===== src/rtl/wfifo_wr_front.sv =====
// Write-domain front end of the async FIFO: 2-entry skid buffer feeding winc/wdata,
// plus registered fill level / almost-full. Optional counters under `WFRONT_STATS_EN.
module wfifo_wr_front #(
   parameter int DSIZE     = 8,
   parameter int ADDRSIZE  = 4,
   parameter int AF_THRESH = 12
) (
   input  logic                wclk,
   input  logic                wrst_n,
   input  logic                s_valid,
   input  logic [DSIZE-1:0]    s_data,
   output logic                s_ready,
   input  logic                wfull,
   input  logic [ADDRSIZE:0]   wptr,
   input  logic [ADDRSIZE:0]   wq2_rptr,
   output logic                winc,
   output logic [DSIZE-1:0]    wdata,
   output logic [ADDRSIZE:0]   wlevel,
   output logic                walmost_full,
   output logic [15:0]         stall_cnt,
   output logic [15:0]         wr_cnt
);

   localparam int PW = ADDRSIZE + 1;
   localparam logic [PW-1:0] AF_LIM = PW'(AF_THRESH);

   function automatic logic [PW-1:0] gray2bin(input logic [PW-1:0] g);
      logic [PW-1:0] b;
      b[PW-1] = g[PW-1];
      for (int i = PW - 2; i >= 0; i--) b[i] = b[i+1] ^ g[i];
      return b;
   endfunction

   // ---------------- skid buffer ----------------
   logic [1:0][DSIZE-1:0] slot;
   logic                  head, tail;
   logic [1:0]            cnt, cnt_next;
   logic                  accept;

   assign accept = s_valid & s_ready;
   assign winc   = (cnt != 2'd0) & ~wfull;
   assign wdata  = slot[head];

   // NOTE: cnt_next gets a default first so no path leaves it unassigned (no latch).
   always_comb begin
      cnt_next = cnt;
      case ({accept, winc})
         2'b10:   cnt_next = cnt + 2'd1;
         2'b01:   cnt_next = cnt - 2'd1;
         default: cnt_next = cnt;
      endcase
   end

   // NOTE: the two slots are reset because wdata must read 0 out of reset; with only
   // two entries that costs nothing, unlike resetting a real memory array.
   always_ff @(posedge wclk or negedge wrst_n) begin
      if (!wrst_n) begin
         slot    <= '0;
         head    <= 1'b0;
         tail    <= 1'b0;
         cnt     <= 2'd0;
         s_ready <= 1'b0;
      end else begin
         if (accept) begin
            slot[tail] <= s_data;
            tail       <= ~tail;
         end
         if (winc) head <= ~head;
         cnt     <= cnt_next;
         s_ready <= (cnt_next != 2'd2);
      end
   end

   // ---------------- fill level ----------------
   // Modulo-2^PW subtraction of binary pointers stays correct across wrap.
   logic [PW-1:0] wb, rb, diff;

   assign wb   = gray2bin(wptr);
   assign rb   = gray2bin(wq2_rptr);
   assign diff = wb - rb;

   always_ff @(posedge wclk or negedge wrst_n) begin
      if (!wrst_n) begin
         wlevel       <= '0;
         walmost_full <= 1'b0;
      end else begin
         wlevel       <= diff;
         walmost_full <= (diff >= AF_LIM);
      end
   end

   // ---------------- statistics ----------------
`ifdef WFRONT_STATS_EN
   logic [15:0] stall_q, wr_q;

   always_ff @(posedge wclk or negedge wrst_n) begin
      if (!wrst_n) begin
         stall_q <= '0;
         wr_q    <= '0;
      end else begin
         if (s_valid && !s_ready && stall_q != 16'hFFFF) stall_q <= stall_q + 16'd1;
         if (winc && wr_q != 16'hFFFF)                   wr_q    <= wr_q + 16'd1;
      end
   end

   assign stall_cnt = stall_q;
   assign wr_cnt    = wr_q;
`else
   assign stall_cnt = '0;
   assign wr_cnt    = '0;
`endif

endmodule


===== config.mk =====
export PLATFORM = sky130hd
export DESIGN_NAME = wfifo_wr_front
export DESIGN_NICKNAME = d
export VERILOG_FILES = /design/src/rtl/wfifo_wr_front.sv
export SDC_FILE = /design/constraint.sdc
export NUM_CORES = 1
export LEC_CHECK = 0
export BUFFER_PORTS_ARGS = -buffer_cell sky130_fd_sc_hd__buf_2
export CAP_MARGIN = 20
export CORE_ASPECT_RATIO = 1.5
export CORE_MARGIN = 4
export CORE_UTILIZATION = 45
export DETAILED_ROUTE_END_ITERATION = 16
export GPL_TIMING_DRIVEN = 0
export PLACE_DENSITY = 0.77
export SLEW_MARGIN = 20
export SYNTH_ARGS = -nofsm -noshare
export SYNTH_HDL_FRONTEND = slang
export SYNTH_SLANG_ARGS = --single-unit

===== constraint.sdc =====
create_clock -name wclk -period 1.7 [get_ports wclk]
set_clock_uncertainty 0.15 [all_clocks]
set_input_delay 0.255 -clock wclk [delete_from_list [all_inputs] [get_ports wclk]]
set_output_delay 0.255 -clock wclk [all_outputs]
set_load 0.05 [all_outputs]

* After elaboration in Yosys (flattened, before gate mapping) *
Index checks and enable logic that the tools add are counted.

word-level totals
  register bits after elaboration = 27
  bits of input ports = 22
  output and inout port bits = 48
  logic and storage cells = 39

operators by class
  $add $sub $neg = 3
  magnitude comparators = 4
  equality and inequality tests = 3
  muxes and demuxes = 6
  bitwise operators = 13
  reduce and logical (&&, ||, !) cells = 2

operators with widths
  kind                                                                                  count
  8-bit two-way mux                                                                     3
  16-bit bitwise mux                                                                    1
  8-bit demux with 1-bit select                                                         1
  1-bit XOR                                                                             8
  5-bit by 4-bit greater-or-equal comparator with 1-bit output (second input constant)  1
  5-bit subtractor                                                                      1
  1-bit by 2-bit less-than comparator with 1-bit output (second input constant)         2
  2-bit one-hot mux with 2 select lines                                                 1
  1-bit NOT                                                                             3
  2-bit by 1-bit adder with 2-bit output (second input constant)                        1
  1-bit AND                                                                             2
  2-bit by 1-bit == test with 1-bit output (second input constant)                      1
  2-bit == test (second input constant)                                                 1
  2-bit inequality test (second input constant)                                         1
  2-bit nonzero test                                                                    1
  2-bit by 1-bit subtractor with 2-bit output (second input constant)                   1
  1-bit greater-or-equal comparator (second input constant)                             1
  1-bit logical AND                                                                     1

* Longest topological paths before layout *
Gate-level depths: netlist of the first run.

  word-level depth = 6
  depth in mapped cells = 11
  mapped depth without buffers = 11

* Least setup slack after synthesis of the first run *
No wires, ideal clock.

  kind = in2reg
  start = in wq2_rptr[4]
  end = reg walmost_full
  arrival time = 2.388 ns
  data required time = 1.424 ns
  slack = -0.964 ns
  stages on the path = 11
  buffers on the path = 0
  cell sequence = xnor2_2 -> xor2_1 -> xor2_1 -> xnor2_1 -> ha_1 -> inv_1 -> fa_1 -> a21o_1 -> a21oi_1 -> xnor2_1 -> a311o_1

on the way
  longest elaborated chain between the ends = 6

ends and longest elaborated chain
  item                                                            line  RTL
  from (decl)                                                     15    input logic [ADDRSIZE:0] wq2_rptr,
  1-bit XOR (4 in series)                                         30    for (int i = PW - 2; i >= 0; i--) b[i] = b[i+1] ^ g[i];
  5-bit subtractor *                                              80    assign diff = wb - rb;
  net diff[4]                                                     76    logic [PW-1:0] wb, rb, diff;
  5-bit by 4-bit greater-or-equal comparator with 1-bit output *  88    walmost_full <= (diff >= AF_LIM);
  to (signal assigned)                                            88
  to (decl)                                                       19    output logic walmost_full,

Mark *: on every way through the listed nets, which the timed path passes. The rest lies on a longest branch.
A chain may end at the register's enable or synchronous reset.

* Worst setup path after layout of the first run *
  start = in wptr[4]
  end = reg walmost_full

on the way
  longest elaborated chain between the ends = 6

ends and longest elaborated chain
  item                                                            line  RTL
  from (decl)                                                     14    input logic [ADDRSIZE:0] wptr,
  1-bit XOR (4 in series)                                         30
  5-bit subtractor *                                              80
  net diff[4]                                                     76
  5-bit by 4-bit greater-or-equal comparator with 1-bit output *  88

Marks and branches as above.

==> metrics.txt, run 1 <==
Netlist Area Pre-Place=1570 um^2; Syn Area/Cell=12.1 um^2; CTS tree=yes; H-tree depth=1; Fill cells=304; critical path arrival=2.37 ns; WP data required=1.71 ns; Place WS=-1.23 ns; All-Layer GR Usage=0.129; Max Slew Vio Count=0; dpl cells=240; core area=3380 um^2; Overall Power=3.89 mW; R2R Setup Slk=0.10 ns; worst-path fanout max=2; Port-buffer cells=37; detailed-placement wirelength estimate=2130 um; Static Leakage=1.13 nW; Area Growth Syn to Fin=40.1%; Worst setup SP type=input pin; FF-to-FF End=s_ready$_DFF_PN0_; Root Buffer=clkbuf_8; CP Capture Type=flip-flop; vias in the first global route=1102; num rows=26; outcome=finished, violations left; height of the die=80.3 um; CTS clk-pin slew, worst paths=0.08 ns; period utilization=1.39; Routed WL=2720 um; HP Class=in2reg; maximum vdd drop=1.09 mV; Initial Util=0.463; fin cells=257; initial antenna violation count=0; most frequent cells in the layout=buf_4 (44), buf_2 (33), conb_1 (32); Synth warnings=0; clk_lat worst skew=0.26 ns; DR pass1 iterations=2; commonest non-fill, non-tap cell in the layout=buf_4; residual DRC count=0; share of cells above drive strength 1=0.591; MaxCap Viol Count=0; Bufs on Longest Clock Path=2; first-pass GRT wire length=4690 um; Worst R2R Path Depth=6; drt wl/cell=10.6 um; final setup fails=13; routed via count=1064; initial detailed-routing violation count=17; P per Cell Area=1770 nW/um^2; unrepaired setup endpoints after global routing=true; setup ws final=-0.663 ns; fin crit period=2.36 ns; Worst R2R Start=cnt[0]$_DFF_PN0_; Seq/Total Area, Yosys=0.431; GR Overflow Total=0; Layout Utilization=0.649; width of the die=56.2 um; #FFs+latches synth=27; synth top area cells=dfrtp_1 (43%), mux2_2 (17%), buf_4 (15%); CP endpoint=walmost_full$_DFF_PN0_; Max Fclk=0.423 GHz; GP Congestion=0.726; die area=4510 um^2; Final Hold Fails=0; post-synth top area share=0.431; fin nets=244; failing checks=setup timing; boundary pin count=70; clock sink total=27; library cells used by synthesis=21; Slew Limit Headroom=0.617; worst hold slack=0.0788 ns; post-route ant nets=0; worst slew pin tran=0.574 ns; CP Class=in2reg; Mapped Cells=130; Synth area leader=dfrtp_1; vias per cell=4.14; number of diodes=0; Setup crit start=wptr[4]; cts bufs inserted=3; largest net degree at the start of global routing=28
## registers in the layout, summed over array words and instances, names as in the netlist
signal        cells
tail              1
wlevel            5
walmost_full      1
cnt               2
head              1
s_ready           1
slot             16
## kinds of logic after synthesis
family,after synthesis,share of synthesized area
buffers and inverters,38,0.168
DFF,27,0.431
muxes,24,0.172
xor gates and xnor gates,18,0.120
and+or+nand+nor,10,0.0271
adders and majority gates,6,0.0527
AOI/OAI and AO/OA,6,0.0271
other,1,0.00239
## power breakdown
part	total [mW]	switching, mW	internal (mW)
logic	2.39	1.51	0.882
registers	1.15	0.182	0.971
clock network	0.345	0.178	0.167
## synth_stat cells
master	n
a211oi_1	1
a21o_1	2
a21oi_1	2
a311o_1	1
buf_4	32
clkbuf_1	2
conb_1	1
dfrtp_1	27
fa_1	1
ha_1	5
inv_1	4
mux2_2	24
nand2_1	4
nand3_1	1
nor2_1	3
nor3_1	1
or2_2	1
xnor2_1	8
xnor2_2	1
xor2_1	6
xor2_2	3
## critical path: stages
cell,delay [ns]
buf_8,0.11
xor2_4,0.19
xor2_2,0.22
xor2_2,0.18
xnor2_1,0.15
ha_2,0.19
inv_2,0.04
fa_2,0.34
a21o_1,0.17
a21oi_2,0.16
xnor2_2,0.08
a311o_1,0.27
## per-layer routing
layer,GRT usage,vias to the layer above,share of wire
met4,0.0214,0,0.0062
li1,-,526,-
met1,0.143,491,0.36
met2,0.242,45,0.55
met5,0,-,0
met3,0.0386,2,0.087
## through the flow
step / cell area (um^2) / TNS, ns
6_report: 2200 / -3.28
5_1_grt: 2200 / -4.47
4_1_cts: 2140 / -3.47
3_5_place_dp: 1950 / -4.81
3_3_place_gp: 1950 / -4.54
2_1_floorplan: 1720 / -2.53
## how the worst min path moves through the flow
| stage | startpoint | to | slack (ns) | depth (start not counted) |
|---|---|---|---|---|
| after floorplan | wrst_n | cnt[0]$_DFF_PN0_ | -0.19 | 0 |
| after global placement | wrst_n | slot[9]$_DFFE_PN0P_ | 0.14 | 1 |
| after detailed placement | wrst_n | slot[2]$_DFFE_PN0P_ | 0.14 | 1 |
| after CTS | s_data[7] | slot[15]$_DFFE_PN0P_ | 0.08 | 2 |
| after global routing | s_data[2] | slot[10]$_DFFE_PN0P_ | 0.07 | 2 |
| final | s_data[7] | slot[15]$_DFFE_PN0P_ | 0.08 | 2 |
## what timing repair did
action                     CTS  global route
gates resized for setup     12             5
hold endpoints to repair    27             0
hold buffers                 1             0
pin swaps                   13            14
setup endpoints to repair   13            22
setup buffers               10             4
## cell type report
class | instances | area, um^2 | area share
inverter | 4 | 15.0 | 0.00684
sequential | 27 | 677 | 0.308
tap | 42 | 52.6 | 0.0239
buffer | 32 | 240 | 0.109
timing repair buffer | 52 | 340 | 0.155
multi-input combinational | 96 | 826 | 0.376
clock buffer | 4 | 45.0 | 0.0205
Note: power is estimated with default switching activity, not from simulation.
==> inputs of run 2 (changes only) <==
Settings changed: REMOVE_ABC_BUFFERS set to 1.
==> run 2 against run 1 <==
Against the previous run:
- first-iteration DRC count fell by 47%
- critical path depth did not move
- total power fell by 4.2%
- via count fell by 12%
- sequential cell count did not move
- non-clock buffer count fell by 39
- die area did not move
- critical endpoint unchanged
- clock power barely moved
- count of clock-buffer cells in the layout did not move
- the flow still finishes with violations (setup timing)
==> metrics.txt, run 2 (synthesized netlist as in run 1, its figures left out) <==
Port-buffer cells=37; initial detailed-routing violation count=9; routed via count=939; combinational power share=0.597; fin crit period=2.38 ns; final setup fails=13; cts bufs inserted=3; CP Class=in2reg; Int Power=1.89 mW; Root Buffer=clkbuf_8; maximum vdd drop=1.02 mV; boundary pin count=70; Hold Crit Start=s_data[3]; Final Hold Fails=0; Worst setup SP type=input pin; Area Growth Syn to Fin=18.6%; crit-path cells=buf_8, xor2_4, xor2_2, xor2_2, xnor2_1, ha_2, inv_2, fa_2, a21o_1, a21oi_2, xnor2_1, a311o_1; Static Leakage=0.912 nW; Slowest cell on crit path=fa_2; delay of the slowest critical-path stage=0.37 ns; CTS clk-pin slew, worst paths=0.08 ns; H-tree depth=1; Routed WL=2660 um; Reg area=676 um^2; CTS tree=yes; Worst R2R Start=cnt[0]$_DFF_PN0_; clock power share=0.092; unrepaired setup endpoints after global routing=true; clock sink total=27; Layout Utilization=0.550; width of the die=56.2 um; residual DRC count=0; num rows=26; worst-path fanout max=2; height of the die=80.3 um; worst slew pin tran=0.582 ns; multi-input combinational cell area=795 um^2; All-Layer GR Usage=0.120; largest net degree at the start of global routing=28; fin nets=205; share of cells above drive strength 1=0.472; number of flip-flops in the largest register=16; post-route ant nets=0; GR Overflow Total=0; drt wl/cell=12.2 um; detailed-placement wirelength estimate=1990 um; most frequent cells in the layout=buf_2 (33), conb_1 (32), dfrtp_1 (27); WP data required=1.70 ns; commonest non-fill, non-tap cell in the layout=buf_2; Fill cells=319; worst hold slack=0.0842 ns; Most flops, register=slot; Flop pwr share=0.310; die area=4510 um^2; Top Registers=slot: 16 flops, wlevel: 5 flops, cnt: 2 flops; vias per cell=4.31; Max Slew Vio Count=0; outcome=finished, violations left; Max Fclk=0.419 GHz; CP Capture Type=flip-flop; clk_lat worst skew=0.26 ns; Slew Limit Headroom=0.612; period utilization=1.40; number of diodes=0; P per Cell Area=2010 nW/um^2; Sw Share=0.492; MaxCap Viol Count=0; Bufs on Longest Clock Path=2; sw power=1.84 mW; GP Congestion=0.715; first-pass GRT wire length=4170 um; initial antenna violation count=0; setup ws final=-0.684 ns; HP Class=in2reg; Initial Util=0.463; critical path arrival=2.39 ns; core area=3380 um^2; failing checks=setup timing; Setup crit start=wptr[3]; vias in the first global route=938; DR pass1 iterations=2
## run 2: timing repair
item                                    in CTS  in global routing
hold endpoints to repair                    27                  0
resized for setup                           16                  1
cloned                                       0                  0
pin swaps                                   12                  4
setup buffers                                6                  1
endpoints found under the setup margin      13                 15
hold buffers                                 1                  0
## run 2: routing by layer
metal | GRT usage | wire length [um] | up-vias
met3 | 0.0161 | 141 | 2
met2 | 0.233 | 1630 | 28
li1 | - | - | 451
met5 | 0 | 0 | -
met1 | 0.123 | 854 | 458
met4 | 0.0570 | 35 | 0
## run 2: path summary, 6_finish.rpt
check	to	slack [ns]	cells after the start
min in group asynchronous	cnt[0]$_DFF_PN0_	0.37	2
max	walmost_full$_DFF_PN0_	-0.68	12
max in group asynchronous	slot[5]$_DFFE_PN0P_	0.65	2
max reg2reg	s_ready$_DFF_PN0_	0.09	6
min reg2reg	cnt[1]$_DFF_PN0_	0.36	1
min	slot[11]$_DFFE_PN0P_	0.08	2
## run 2: area by class of cell
cell class,count,share of cell area
Multi-Input combinational cell,96,0.427
Clock buffer,4,0.0242
Tap cell,42,0.0283
Inverter,4,0.00808
Timing Repair Buffer,45,0.149
Sequential cell,27,0.363
## run 2: power groups by stage
| stage | combinational [mW] | sequential [mW] | clock (mW) |
|---|---|---|---|
| 2_1_floorplan | 1.50 | 1.40 | 0 |
| 3_3_place_gp | 2.13 | 1.16 | 0 |
| 3_5_place_dp | 2.16 | 1.17 | 0 |
| 4_1_cts | 2.23 | 1.16 | 0.367 |
| 5_1_grt | 2.37 | 1.20 | 0.389 |
| 6_report | 2.23 | 1.16 | 0.344 |
## run 2: through the flow
step / power, mW / TNS (ns) / instance area (um^2) / std cells / setup WS [ns]
2_1_floorplan: 2.90 / -3.87 / 1440 / 127 / -0.964
3_3_place_gp: 3.29 / -4.35 / 1670 / 206 / -1.30
3_5_place_dp: 3.32 / -4.37 / 1670 / 206 / -1.30
4_1_cts: 3.76 / -3.02 / 1850 / 217 / -0.649
5_1_grt: 3.97 / -3.95 / 1860 / 218 / -0.792
6_report: 3.73 / -2.83 / 1860 / 218 / -0.684
## run 2: critical path: cells and delay by family
family / cells / cell delay (ns)
buffers and inverters: 2 / 0.14
adder cells (fa/ha/maj): 2 / 0.56
XOR/XNOR: 5 / 0.82
AO/OA/AOI/OAI: 3 / 0.59
==> inputs of run 3 (changes only) <==
Settings changed: ABC_AREA set to 1, PLACE_DENSITY 0.77 to 0.76, SKIP_LAST_GASP set to 1.
==> run 3 against run 2 <==
Against the previous run:
- the run still ends with setup timing left
- clock power is 4% higher
- routed wire length rose by 29%
- die area up 5.2%
- total power shrank 4.4%
- count of clock-buffer cells in the layout decreased by 1
- sequential share of layout area down 3.3 points
- via count up 40%
- highest routed layer unchanged
==> metrics.txt, run 3 <==
outcome=finished, violations left; failing checks=setup timing; first-pass GRT wire length=5120 um; top post-synthesis cells by count=nand2_1 (67), buf_4 (32), dfrtp_1 (27); Synth warnings=0; Max Fclk=0.541 GHz; area post-placement=1730 um^2; CTS clk-pin slew, worst paths=0.09 ns; Initial Util=0.477; Routed WL=3420 um; Area Growth Syn to Fin=23.2%; GR Overflow Total=0; worst-path fanout max=3; Sw Share=0.518; Max Slew Vio Count=0; Final Hold Fails=0; cts bufs inserted=3; P per Cell Area=1740 nW/um^2; H-tree depth=1; All-Layer GR Usage=0.141; Post-Synth Adder-Cell Area=0.0497; Setup crit start=wq2_rptr[3]; DR pass1 iterations=4; setup ws final=-0.149 ns; share of cells above drive strength 1=0.385; Top Registers=slot: 16 flops, wlevel: 5 flops, cnt: 2 flops; number of flip-flops in the largest register=16; post-synthesis compound-gate area fraction=0.0754; largest family of logic cells by synthesized area=buffers and inverters; FF-to-FF End=s_ready$_DFF_PN0_; Slew Limit Headroom=0.519; initial detailed-routing violation count=27; height of the die=82.4 um; detailed-placement wirelength estimate=2300 um; Hold Crit Start=s_data[3]; most common cell in the netlist=nand2_1; hold path depth=3; GP Congestion=0.709; Syn Area/Cell=8.14 um^2; final setup fails=10; core area=3480 um^2; maximum vdd drop=1.03 mV; sw power=1.85 mW; R2R Setup Slk=0.07 ns; post-synth top area share=0.407; library cells used by synthesis=22; Bufs on Longest Clock Path=2; Static Leakage=1.16 nW; finished layout cell area=2050 um^2; num rows=26; Port-buffer cells=37; MaxCap Viol Count=0; largest net degree at the start of global routing=28; boundary pin count=70; combinational power share=0.588; CP Capture Type=flip-flop; Worst R2R Path Depth=7; Worst setup SP type=input pin; Synth area leader=dfrtp_1; simple-gate share of the synthesized area=0.216; period utilization=1.09; unrepaired setup endpoints after global routing=true; Flop pwr share=0.311; ys async rst share=1.00; Most flops, register=slot; number of diodes=0; post-route ant nets=0; fin nets=286; vias in the first global route=1265; clock sink total=27; commonest non-fill, non-tap cell in the layout=nand2_1; width of the die=57.6 um; mux cell area share after synthesis=0; Hold Crit Endpoint=slot[3]$_DFFE_PN0P_; fin crit period=1.85 ns; Root Buffer=clkbuf_8; Int Power=1.72 mW; Mapped Cells=204; HP Class=in2reg; most frequent cells in the layout=nand2_1 (54), buf_2 (34), conb_1 (32); Netlist Area Pre-Place=1660 um^2; vias per cell=4.40; die area=4750 um^2; initial antenna violation count=0; clk_lat worst skew=0.26 ns; critical path arrival=1.86 ns; drt wl/cell=11.5 um; Seq/Total Area, Yosys=0.407; CP Class=in2reg; Worst R2R Start=cnt[0]$_DFF_PN0_; residual DRC count=0; XOR/XNOR share of the synthesized area=0.0317; Place WS=-0.628 ns; clock power share=0.101; CTS tree=yes; #FFs+latches synth=27; synth top area cells=dfrtp_1 (41%), nand2_1 (15%), buf_4 (14%); EDFF count, synth=0; WP data required=1.71 ns; Primary FF master, synth=dfrtp_1; worst slew pin tran=0.721 ns; routed via count=1317
-- run 3: cell types whose count changed in the layout (fill, tap and decap cells not counted), moves of 3 or more --
cell | before | now
buf_4 | 7 | 17
buf_6 | 3 | 0
inv_1 | 3 | 17
inv_2 | 1 | 4
mux2_2 | 24 | 0
nand2_1 | 4 | 54
nand2_2 | 0 | 15
nand3_1 | 1 | 8
nand3_2 | 0 | 3
o21ai_0 | 0 | 8
o21ai_2 | 0 | 8
xnor2_1 | 8 | 1
xor2_2 | 4 | 0
-- run 3: kinds of logic after synthesis --
| group | Yosys count |
|---|---|
| DFF | 27 |
| buffers and inverters | 58 |
| other | 1 |
| and+or+nand+nor | 87 |
| AOI/OAI and AO/OA | 19 |
| adders and majority gates | 6 |
| xor gates and xnor gates | 6 |
-- run 3: cell type report --
cell class                 instances  area (um^2)
clock buffer                       3         41.3
clock inverter                     1         5.00
fill                             339         1440
inverter                          22         85.1
multi-input combinational        150          848
sequential                        27          676
tap                               42         52.6
timing repair buffer              54          338
-- run 3: worst max-delay path: stages --
cell and delay [ns]:
buf_2 0.12, inv_1 0.07, nand2_2 0.09, nand3_4 0.08
nand2_2 0.09, nand2_1 0.06, nand3_1 0.06, nand2_1 0.05
inv_1 0.05, ha_2 0.16, inv_2 0.04, fa_2 0.36
nand3_2 0.08, nand2_2 0.05, xor2_1 0.15, inv_1 0.06
nand2_1 0.05
-- run 3: worst max-delay path by stage --
stage / endpoint / depth (start not counted)
floorplan: s_ready$_DFF_PN0_ / 7
global placement: walmost_full$_DFF_PN0_ / 18
detailed placement: walmost_full$_DFF_PN0_ / 18
CTS: walmost_full$_DFF_PN0_ / 18
global route: walmost_full$_DFF_PN0_ / 17
finish: walmost_full$_DFF_PN0_ / 17
-- run 3: repair_timing --
item	4_1_cts	5_1_grt
buffers inserted	11	5
hold buffers	1	0
pin swaps	14	20
endpoints found under the setup margin	11	14
resized for setup	28	11
endpoints found under the hold margin	27	0
-- run 3: routing by layer --
metal	track usage	vias to the layer above	wire length [um]
met5	0	-	0
met4	0.0789	0	92
met3	0.0342	8	285
met2	0.275	46	1930
met1	0.129	596	1120
li1	-	667	-
-- run 3: power groups by stage --
stage          clock network (mW)  registers, mW  logic, mW
6_report                    0.359           1.11       2.09
5_1_grt                     0.399           1.15       2.27
4_1_cts                     0.365           1.11       1.93
3_5_place_dp                    0           1.13       1.86
3_3_place_gp                    0           1.11       1.82
2_1_floorplan                   0           1.30       1.28
-- run 3: per-stage QoR --
step | hold slack [ns] | utilization | total power, mW | TNS (ns) | instances
CTS | 0.0904 | 0.563 | 3.41 | -0.997 | 294
detailed placement | 0.142 | 0.498 | 2.98 | -2.01 | 278
global placement | 0.137 | 0.498 | 2.93 | -1.89 | 278
floorplan | -0.191 | - | 2.58 | -2.08 | 199
finish | 0.0864 | 0.588 | 3.56 | -0.752 | 299
global route | 0.0889 | 0.588 | 3.82 | -1.87 | 299
